File: src/rtl/mcu_bridge_ctrl.sv
// MCU-side sequencer for the 6502 bus bridge: TX/RX byte FIFOs, latch strobes, handshake sync.
// Optional TX stall detection is enabled with `define MCU_BRIDGE_TIMEOUT_EN.
module mcu_bridge_ctrl #(
  parameter int unsigned DEPTH          = 16,
  parameter int unsigned SETTLE         = 2,
  parameter int unsigned ACK_PULSE      = 4,
  parameter int unsigned TIMEOUT_CYCLES = 1000000
) (
  input  logic                      CLK,
  input  logic                      RST,
  input  logic [7:0]                TX_DATA_IN,
  input  logic                      TX_VALID,
  output logic                      TX_READY,
  output logic [$clog2(DEPTH):0]    TX_LEVEL,
  output logic [7:0]                RX_DATA_OUT,
  output logic                      RX_VALID,
  input  logic                      RX_POP,
  output logic [$clog2(DEPTH):0]    RX_LEVEL,
  output logic [7:0]                TX_LATCH_D,
  output logic                      TX_LOAD,
  input  logic                      DATA_TAKEN,
  input  logic [7:0]                RX_LATCH_Q,
  output logic                      RX_ACK,
  input  logic                      DATA_WRITTEN,
  output logic                      TX_STALL
);
  localparam int unsigned AW = $clog2(DEPTH);
  localparam int unsigned LW = AW + 1;
  localparam int unsigned CW = $clog2(SETTLE + ACK_PULSE + 1);

  typedef enum logic [1:0] {T_IDLE, T_SETUP, T_PULSE, T_WAIT} tx_state_t;
  typedef enum logic [2:0] {R_INIT, R_IDLE, R_SETTLE, R_PUSH, R_ACK, R_DRAIN} rx_state_t;

  logic r_dt_meta, r_dt_s, r_dw_meta, r_dw_s;

  logic [7:0]    r_tx_mem [DEPTH];
  logic [LW-1:0] r_tx_wr, r_tx_rd, r_tx_level, w_tx_level_nxt;
  logic          r_tx_ready, w_tx_push, w_tx_pop;

  logic [7:0]    r_rx_mem [DEPTH];
  logic [LW-1:0] r_rx_wr, r_rx_rd, r_rx_level, w_rx_level_nxt, w_rx_rd_nxt;
  logic [7:0]    r_rx_head, w_rx_head_nxt;
  logic          r_rx_valid, w_rx_push, w_rx_pop;

  tx_state_t     r_tx_state, w_tx_state_nxt;
  logic [CW-1:0] r_tx_cnt, w_tx_cnt_nxt;
  logic [7:0]    r_tx_d, w_tx_d_nxt;
  logic          r_tx_load, w_tx_load_nxt;

  rx_state_t     r_rx_state, w_rx_state_nxt;
  logic [CW-1:0] r_rx_cnt, w_rx_cnt_nxt;
  logic [7:0]    r_rx_cap, w_rx_cap_nxt;
  logic          r_rx_ack, w_rx_ack_nxt;

  // Two-flop synchronizers for the asynchronous handshake flags
  always_ff @(posedge CLK) begin
    if (RST) begin
      r_dt_meta <= 1'b0;
      r_dt_s    <= 1'b0;
      r_dw_meta <= 1'b0;
      r_dw_s    <= 1'b0;
    end else begin
      r_dt_meta <= DATA_TAKEN;
      r_dt_s    <= r_dt_meta;
      r_dw_meta <= DATA_WRITTEN;
      r_dw_s    <= r_dw_meta;
    end
  end

  assign w_tx_push      = TX_VALID && r_tx_ready;
  assign w_tx_level_nxt = r_tx_level + LW'(w_tx_push) - LW'(w_tx_pop);

  always_ff @(posedge CLK) begin
    if (w_tx_push) r_tx_mem[r_tx_wr[AW-1:0]] <= TX_DATA_IN;
    if (w_rx_push) r_rx_mem[r_rx_wr[AW-1:0]] <= r_rx_cap;
  end

  always_ff @(posedge CLK) begin
    if (RST) begin
      r_tx_wr    <= '0;
      r_tx_rd    <= '0;
      r_tx_level <= '0;
      r_tx_ready <= 1'b0;
    end else begin
      r_tx_wr    <= r_tx_wr + LW'(w_tx_push);
      r_tx_rd    <= r_tx_rd + LW'(w_tx_pop);
      r_tx_level <= w_tx_level_nxt;
      r_tx_ready <= (w_tx_level_nxt != LW'(DEPTH));
    end
  end

  // Show-ahead head: bypass the pushed byte when the FIFO would otherwise be empty
  assign w_rx_pop       = RX_POP && r_rx_valid;
  assign w_rx_level_nxt = r_rx_level + LW'(w_rx_push) - LW'(w_rx_pop);
  assign w_rx_rd_nxt    = r_rx_rd + LW'(w_rx_pop);

  always_comb begin
    w_rx_head_nxt = r_rx_mem[w_rx_rd_nxt[AW-1:0]];
    if (w_rx_push && (r_rx_wr == w_rx_rd_nxt)) w_rx_head_nxt = r_rx_cap;
  end

  always_ff @(posedge CLK) begin
    if (RST) begin
      r_rx_wr    <= '0;
      r_rx_rd    <= '0;
      r_rx_level <= '0;
      r_rx_valid <= 1'b0;
      r_rx_head  <= 8'h00;
    end else begin
      r_rx_wr    <= r_rx_wr + LW'(w_rx_push);
      r_rx_rd    <= w_rx_rd_nxt;
      r_rx_level <= w_rx_level_nxt;
      r_rx_valid <= (w_rx_level_nxt != '0);
      r_rx_head  <= w_rx_head_nxt;
    end
  end

  always_ff @(posedge CLK) begin
    if (RST) begin
      r_tx_state <= T_IDLE;
      r_tx_cnt   <= '0;
      r_tx_d     <= 8'h00;
      r_tx_load  <= 1'b0;
      r_rx_state <= R_INIT;
      r_rx_cnt   <= '0;
      r_rx_cap   <= 8'h00;
      r_rx_ack   <= 1'b0;
    end else begin
      r_tx_state <= w_tx_state_nxt;
      r_tx_cnt   <= w_tx_cnt_nxt;
      r_tx_d     <= w_tx_d_nxt;
      r_tx_load  <= w_tx_load_nxt;
      r_rx_state <= w_rx_state_nxt;
      r_rx_cnt   <= w_rx_cnt_nxt;
      r_rx_cap   <= w_rx_cap_nxt;
      r_rx_ack   <= w_rx_ack_nxt;
    end
  end

  // TX sequencer: load latch, settle, strobe, wait for CPU to take the byte
  always_comb begin
    w_tx_state_nxt = r_tx_state;
    w_tx_cnt_nxt   = r_tx_cnt;
    w_tx_d_nxt     = r_tx_d;
    w_tx_load_nxt  = 1'b0;
    w_tx_pop       = 1'b0;
    case (r_tx_state)
      T_IDLE: begin
        if (r_tx_level != '0) begin
          w_tx_pop       = 1'b1;
          w_tx_d_nxt     = r_tx_mem[r_tx_rd[AW-1:0]];
          w_tx_cnt_nxt   = '0;
          w_tx_state_nxt = T_SETUP;
        end
      end
      T_SETUP: begin
        if (r_tx_cnt == CW'(SETTLE - 1)) begin
          w_tx_cnt_nxt   = '0;
          w_tx_load_nxt  = 1'b1;
          w_tx_state_nxt = T_PULSE;
        end else begin
          w_tx_cnt_nxt = r_tx_cnt + 1'b1;
        end
      end
      T_PULSE: begin
        if (r_tx_cnt == CW'(ACK_PULSE - 1)) begin
          w_tx_cnt_nxt   = '0;
          w_tx_state_nxt = T_WAIT;
        end else begin
          w_tx_load_nxt = 1'b1;
          w_tx_cnt_nxt  = r_tx_cnt + 1'b1;
        end
      end
      T_WAIT:  if (r_dt_s) w_tx_state_nxt = T_IDLE;
      default: w_tx_state_nxt = T_IDLE;
    endcase
  end

  // RX sequencer: startup ack, then settle/capture/push/ack per written byte
  always_comb begin
    w_rx_state_nxt = r_rx_state;
    w_rx_cnt_nxt   = r_rx_cnt;
    w_rx_cap_nxt   = r_rx_cap;
    w_rx_ack_nxt   = 1'b0;
    w_rx_push      = 1'b0;
    case (r_rx_state)
      R_INIT: begin
        if (r_rx_cnt == CW'(ACK_PULSE)) begin
          w_rx_cnt_nxt   = '0;
          w_rx_state_nxt = R_IDLE;
        end else begin
          w_rx_ack_nxt = 1'b1;
          w_rx_cnt_nxt = r_rx_cnt + 1'b1;
        end
      end
      R_IDLE: begin
        if (r_dw_s) begin
          w_rx_cnt_nxt   = '0;
          w_rx_state_nxt = R_SETTLE;
        end
      end
      R_SETTLE: begin
        if (r_rx_cnt == CW'(SETTLE - 1)) begin
          w_rx_cap_nxt   = RX_LATCH_Q;
          w_rx_cnt_nxt   = '0;
          w_rx_state_nxt = R_PUSH;
        end else begin
          w_rx_cnt_nxt = r_rx_cnt + 1'b1;
        end
      end
      R_PUSH: begin
        if (r_rx_level != LW'(DEPTH)) begin
          w_rx_push      = 1'b1;
          w_rx_ack_nxt   = 1'b1;
          w_rx_state_nxt = R_ACK;
        end
      end
      R_ACK: begin
        if (r_rx_cnt == CW'(ACK_PULSE - 1)) begin
          w_rx_cnt_nxt   = '0;
          w_rx_state_nxt = R_DRAIN;
        end else begin
          w_rx_ack_nxt = 1'b1;
          w_rx_cnt_nxt = r_rx_cnt + 1'b1;
        end
      end
      R_DRAIN: if (!r_dw_s) w_rx_state_nxt = R_IDLE;
      default: w_rx_state_nxt = R_IDLE;
    endcase
  end

`ifdef MCU_BRIDGE_TIMEOUT_EN
  logic [31:0] r_to_cnt;
  logic        r_tx_stall;

  // Counter is held at zero outside T_WAIT, so every entry starts fresh
  always_ff @(posedge CLK) begin
    if (RST || (r_tx_state != T_WAIT)) begin
      r_to_cnt   <= '0;
      r_tx_stall <= 1'b0;
    end else if (w_tx_state_nxt != T_WAIT) begin
      r_tx_stall <= 1'b0;
    end else if (r_to_cnt == 32'(TIMEOUT_CYCLES - 1)) begin
      r_tx_stall <= 1'b1;
    end else begin
      r_to_cnt <= r_to_cnt + 32'd1;
    end
  end

  assign TX_STALL = r_tx_stall;
`else
  logic w_unused_to;
  assign w_unused_to = ^32'(TIMEOUT_CYCLES);
  assign TX_STALL    = 1'b0;
`endif

  assign TX_READY    = r_tx_ready;
  assign TX_LEVEL    = r_tx_level;
  assign RX_DATA_OUT = r_rx_head;
  assign RX_VALID    = r_rx_valid;
  assign RX_LEVEL    = r_rx_level;
  assign TX_LATCH_D  = r_tx_d;
  assign TX_LOAD     = r_tx_load;
  assign RX_ACK      = r_rx_ack;
endmodule

File: config.mk
export PLATFORM = sky130hd
export DESIGN_NAME = mcu_bridge_ctrl
export DESIGN_NICKNAME = d
export VERILOG_FILES = /design/src/rtl/mcu_bridge_ctrl.sv
export SDC_FILE = /design/constraint.sdc
export NUM_CORES = 1
export LEC_CHECK = 0
export CORE_ASPECT_RATIO = 1.4
export CORE_MARGIN = 3
export CORE_UTILIZATION = 35
export DETAILED_ROUTE_END_ITERATION = 12
export GPL_TIMING_DRIVEN = 0
export SYNTH_ARGS = -nofsm -noshare
export SYNTH_HDL_FRONTEND = slang
export SYNTH_SLANG_ARGS = --single-unit
File: constraint.sdc
create_clock -name CLK -period 2.93 [get_ports CLK]
set_input_delay 0.7325 -clock CLK [delete_from_list [all_inputs] [get_ports CLK]]
set_output_delay 0.7325 -clock CLK [all_outputs]
set_load 0.02 [all_outputs]
==> reports/results.env <==
LAYOUT-DRIVE-GT1-SHARE_PCT=18.61
PATH_COMMON_CELL='sky130_fd_sc_hd__mux2i_1'
CRITICAL_PATH_ARRIVAL_NS=3.17
FINALCOREUTILIZATION_PCT=41.56
MAX_FREQ_MHz=358.5
COMPOUND_CELL_AREA_SHARE_OF_THE_YOSYS_NETLIST_PCT=3.366
SYNTH_FF_TYPE='sky130_fd_sc_hd__edfxtp_1'
CP_NUM_BUF_INV=3
SYNTH-ADDER-AREA-SHARE_PCT=3.300
CLOCKROOTBUFFER='sky130_fd_sc_hd__clkbuf_16'
SYNTH-XOR-AREA-SHARE_PCT=1.997
GLOBAL_ROUTE_WIRE_LENGTH_BEFORE_REPAIR_UM=42060
TIMING.CRITICAL_PATH.SLOWEST_CELL_DELAY_NS=0.53
PLACEMENT_ROWS=84
WORSTSETUPPATHDEPTH=10
TIMING.CRITICAL_PATH.REQUIRED_NS=3.31
DRT.ANTENNA.VIOLATING_NETS=0
DRV_CAP=0
TIGHTESTPINTRANSITION_NS=1.294
IO_BUFFER_COUNT=50
LAYOUT_MIN_CYCLE_TIME_NS=2.790
DR.PASS1.ITERS=5
POST_SYNTH_INST_COUNT=788
MIN_PATH_CELLS=2
SYNTHESIS.NETS=844
POST_SYNTH_MUX_AREA_SHARE_PCT=13.98
PLACED_CELLS_INCL_TAPS=1315
CTS.REPORTEDPATHS.CLKPINSLEW_NS=0.06
SYN-MEAN-INSTANCE-AREA_SQ_UM=16.94
MIN-DELAY-START='RST'
FP.COREAREA_SQ_UM=37630
CLKSINKCOUNT=327
FINAL_CELL_COUNT_NO_FILL=1381
TIMING.REG2REG.SETUP_SLACK_NS=0.19
MIN_PERIOD_OVER_PERIOD_PCT=95.21
CELL_CHAIN_OF_THE_CRITICAL_PATH='clkdlybuf4s50_1 > and2_1 > ha_1 > buf_4 > buf_6 > mux4_2 > mux2i_1 > mux2i_1 > mux2i_1 > nor2_1'
IRDROPWORSTVDD_mV=0.4738
DESIGN.FINAL.NETS=939
DRC=0
SYNTH_TOP_CELLS_BY_AREA='sky130_fd_sc_hd__edfxtp_1, sky130_fd_sc_hd__dfxtp_1, sky130_fd_sc_hd__mux4_2'
SYN-CELL-AREA_SQ_UM=13350
DIE_AREA_SQ_UM=40550
DIE_W_UM=171.0
CRITICAL-PATH-TOP-DELAY-FAMILY='multiplexers'
ANTENNA_CELLS_INSERTED=0
WORST-R2R-CELL-COUNT=14
TRITONCTS.NUM_BUFFERS=34
CRITICAL_PATH.REG2REG.ENDPOINT='TX_READY'
ANTENNA_FOUND_INITIAL=0
SHARE_OF_THE_SYNTHESIZED_AREA_IN_THE_TOP_CELL_TYPE_PCT=57.60
CTS_MAX_PATH_BUFFERS=3
CTS_HOLD_BUF=0
WORST_SLEW_MARGIN_REL_PCT=13.08
SYNTH_SEQ_CELLS=327
CTS_MAX_LEVEL=2
WORST_SKEW_PAIR.LATE_LATENCY_NS=0.52
GLOBALROUTETOTALUTIL_PCT=13.74
PLACE.GP.CONGESTION=0.8115
RUN_STATUS='completed'
ROUTEDWLPERCELL_UM=19.94
RR_STARTPOINT='TX_LEVEL[2]'
TIMING.SETUP.CRITICAL_PATH_CLASS='in2reg'
VIAS=6860
DESIGN.PORTCOUNT=53
CHIPHEIGHT_UM=237.1
SETUP-VIOLATIONS-FINAL=0
ASYNC_RESET_FF_SHARE_PCT=0
SYNTH_EDF_COUNT=256
SYNTH_TOP_FAMILY_BY_AREA='multiplexers'
POWER_DENSITY_CELLS_nW_PER_UM2=832.6
WORSTSETUPENDPOINTTYPE='register'
CTS_TREE='built'
SLOWEST_STAGE='sky130_fd_sc_hd__mux4_2'
HOLD_PATH.CLASS='in2reg'
SYNTH_TOP_AREA_CELL='sky130_fd_sc_hd__edfxtp_1'
AREA_DELTA_SYNTH_FINAL_PCT=17.17
MAXIMUM_NUMBER_OF_PINS_ON_ONE_NET_BEFORE_GLOBAL_ROUTE_REPAIR=19
DRT_ITER0_MARKERS=512
MAXSLEWVIOLCOUNT=0
TOTALWIRELENGTH_UM=27530
FIRST_GLOBAL_VIAS=7044
GRT.OVERFLOW.TOTAL=0
MIN_DELAY_WORST_ENDPOINT='r_dw_s'
AVGVIACOUNTPERCELL=4.967
PLACE_HPWL_UM=18990
SYNTH_WARNINGS=0
POST_SYNTH_AND_OR_NAND_NOR_AREA_FRACTION_PCT=6.262
SETUP.WORST_PATH.START_CLASS='primary input'
POST_SYNTH_NUM_CELL_TYPES=63
START_UTIL_PCT=35.47
HOLD_VIOL_FINAL=0
RSZ_0062_RAISED_AFTER_GLOBAL_ROUTING='false'
CRIT_PATH_MAX_FO=10
CLOCK_SKEW_NS=0.02357
REGISTER_AREA_SHARE_AFTER_SYNTHESIS_PCT=68.25
P_LEAK_nW=5.137
==> cells in the final DEF (no fill, tap or decap), drive strengths merged, types with 3 or more instances in the layout <==
master and n:
a21oi 29, a22oi 16, nor2 73, or2 3, clkbuf 64, a21o 3, edfxtp 256, xor2 10
o21ai 3, mux2i 42, nor4b 3, buf 31, nor2b 21, nor3 9, nand2 19, nor4 4
mux4 64, clkdlybuf4s50 50, nand3 9, nand3b 3, clkinv 9, xnor2 12, ha 32, and2 3
nand2b 9, inv 24, dfxtp 71
==> flip-flops by register name (all words and copies together), names as in the netlist, 2 cells and up <==
name         flops
r_tx_state       2
r_rx_mem       128
TX_LATCH_D       8
TX_LEVEL         5
r_tx_wr          4
r_rx_cap         8
r_rx_wr          5
r_tx_rd          4
r_rx_state       3
r_tx_cnt         3
RX_LEVEL         5
r_tx_mem       128
r_rx_rd          5
RX_DATA_OUT      8
r_rx_cnt         3
==> synthesized netlist by cell type, drive strengths merged, types with 2 or more instances <==
cell     number
mux4         64
or2           3
nand2b        9
nor4b         3
nor3          9
nand3         9
ha           32
o21bai        2
nor4          4
o2bb2ai       2
and2          3
a211oi        2
dfxtp        71
nor2b        21
a22oi        16
xor2         10
a2bb2oi       2
o21ai         3
clkbuf       19
a21oi        29
nand4         2
buf          19
edfxtp      256
nand3b        3
nand2        19
xnor2        12
nor2         73
a31oi         2
fa            2
xor3          2
a21o          3
mux2i        42
inv          22
==> area by class of cell <==
type,instances,area (sq um)
fill,3382,21990
sequential,327,9119
multi-input combinational,399,3954
clock buffer,48,924.6
tap,473,591.8
timing repair buffer,62,590.6
buffer,37,284.0
clock inverter,13,92.59
inverter,22,82.58
==> worst reg2reg max path: stages, from the launching register on <==
cell and delay (ns):
sky130_fd_sc_hd__dfxtp_4 0.34, sky130_fd_sc_hd__inv_1 0.05, sky130_fd_sc_hd__ha_1 0.19, sky130_fd_sc_hd__nor4b_4 0.14, sky130_fd_sc_hd__or2b_4 0.28, sky130_fd_sc_hd__buf_6 0.15, sky130_fd_sc_hd__nand2_1 0.07, sky130_fd_sc_hd__nand2_1 0.06
sky130_fd_sc_hd__ha_2 0.19, sky130_fd_sc_hd__fa_2 0.40, sky130_fd_sc_hd__a21oi_2 0.14, sky130_fd_sc_hd__o21bai_1 0.08, sky130_fd_sc_hd__xnor2_1 0.16, sky130_fd_sc_hd__nor4b_2 0.22, sky130_fd_sc_hd__a21oi_1 0.11
==> logic make-up (layout without fill, tap and decap cells) <==
logic type	Yosys count	count (layout)
mux	106	106
other cells	1	1
compound gates	69	69
fa+ha+maj	34	34
flops	327	327
simple gates	165	165
xor+xnor	24	24
buf+inv	62	182
==> power breakdown <==
part	internal, mW	total (mW)	leakage, nW	switching [mW]
clock	2.23	3.97	0.485	1.74
sequential	5.28	5.50	2.83	0.220
combinational	1.76	3.56	1.83	1.80
total	9.26	13.0	5.14	3.76
==> worst max path at each step <==
stage               slack [ns]         from        endpoint
floorplan                 0.06  RX_LEVEL[2]        RX_VALID
global placement         -0.82  RX_LEVEL[2]  r_rx_mem[0][6]
detailed placement       -0.82       RX_POP  RX_DATA_OUT[0]
CTS                       0.04       RX_POP  RX_DATA_OUT[0]
global route             0.009       RX_POP  RX_DATA_OUT[0]
finish                    0.14       RX_POP  RX_DATA_OUT[0]
==> metal layers <==
metal	track usage [%]	share of wire (%)
met1	16.74	40
met4	4.490	2.6
met5	0	0
met3	2.505	4.3
met2	24.47	53
==> through the flow <==
| stage | hold WS [ns] | area (sq um) | worst slack [ns] | TNS (ns) | total power, mW |
|---|---|---|---|---|---|
| after detailed placement | 0.4301 | 14510 | -0.8221 | -13.16 | 9.060 |
| after CTS | 0.4198 | 15580 | 0.04050 | 0 | 13.14 |
| after global routing | 0.4246 | 15640 | 0.009449 | 0 | 13.70 |
| after global placement | 0.4310 | 14440 | -0.8237 | -35.36 | 9.028 |
| final | 0.4373 | 15640 | 0.1404 | 0 | 13.02 |
| after floorplan | 0.4138 | 13350 | 0.06041 | 0 | 8.000 |
==> repair_timing <==
item | in CTS | in global routing
pin swaps | 4 | 5
setup buffers | 3 | 5
gates resized for setup | 13 | 5
endpoints found under the setup margin | 12 | 4
No activity file was read; power rests on OpenSTA's default activity.
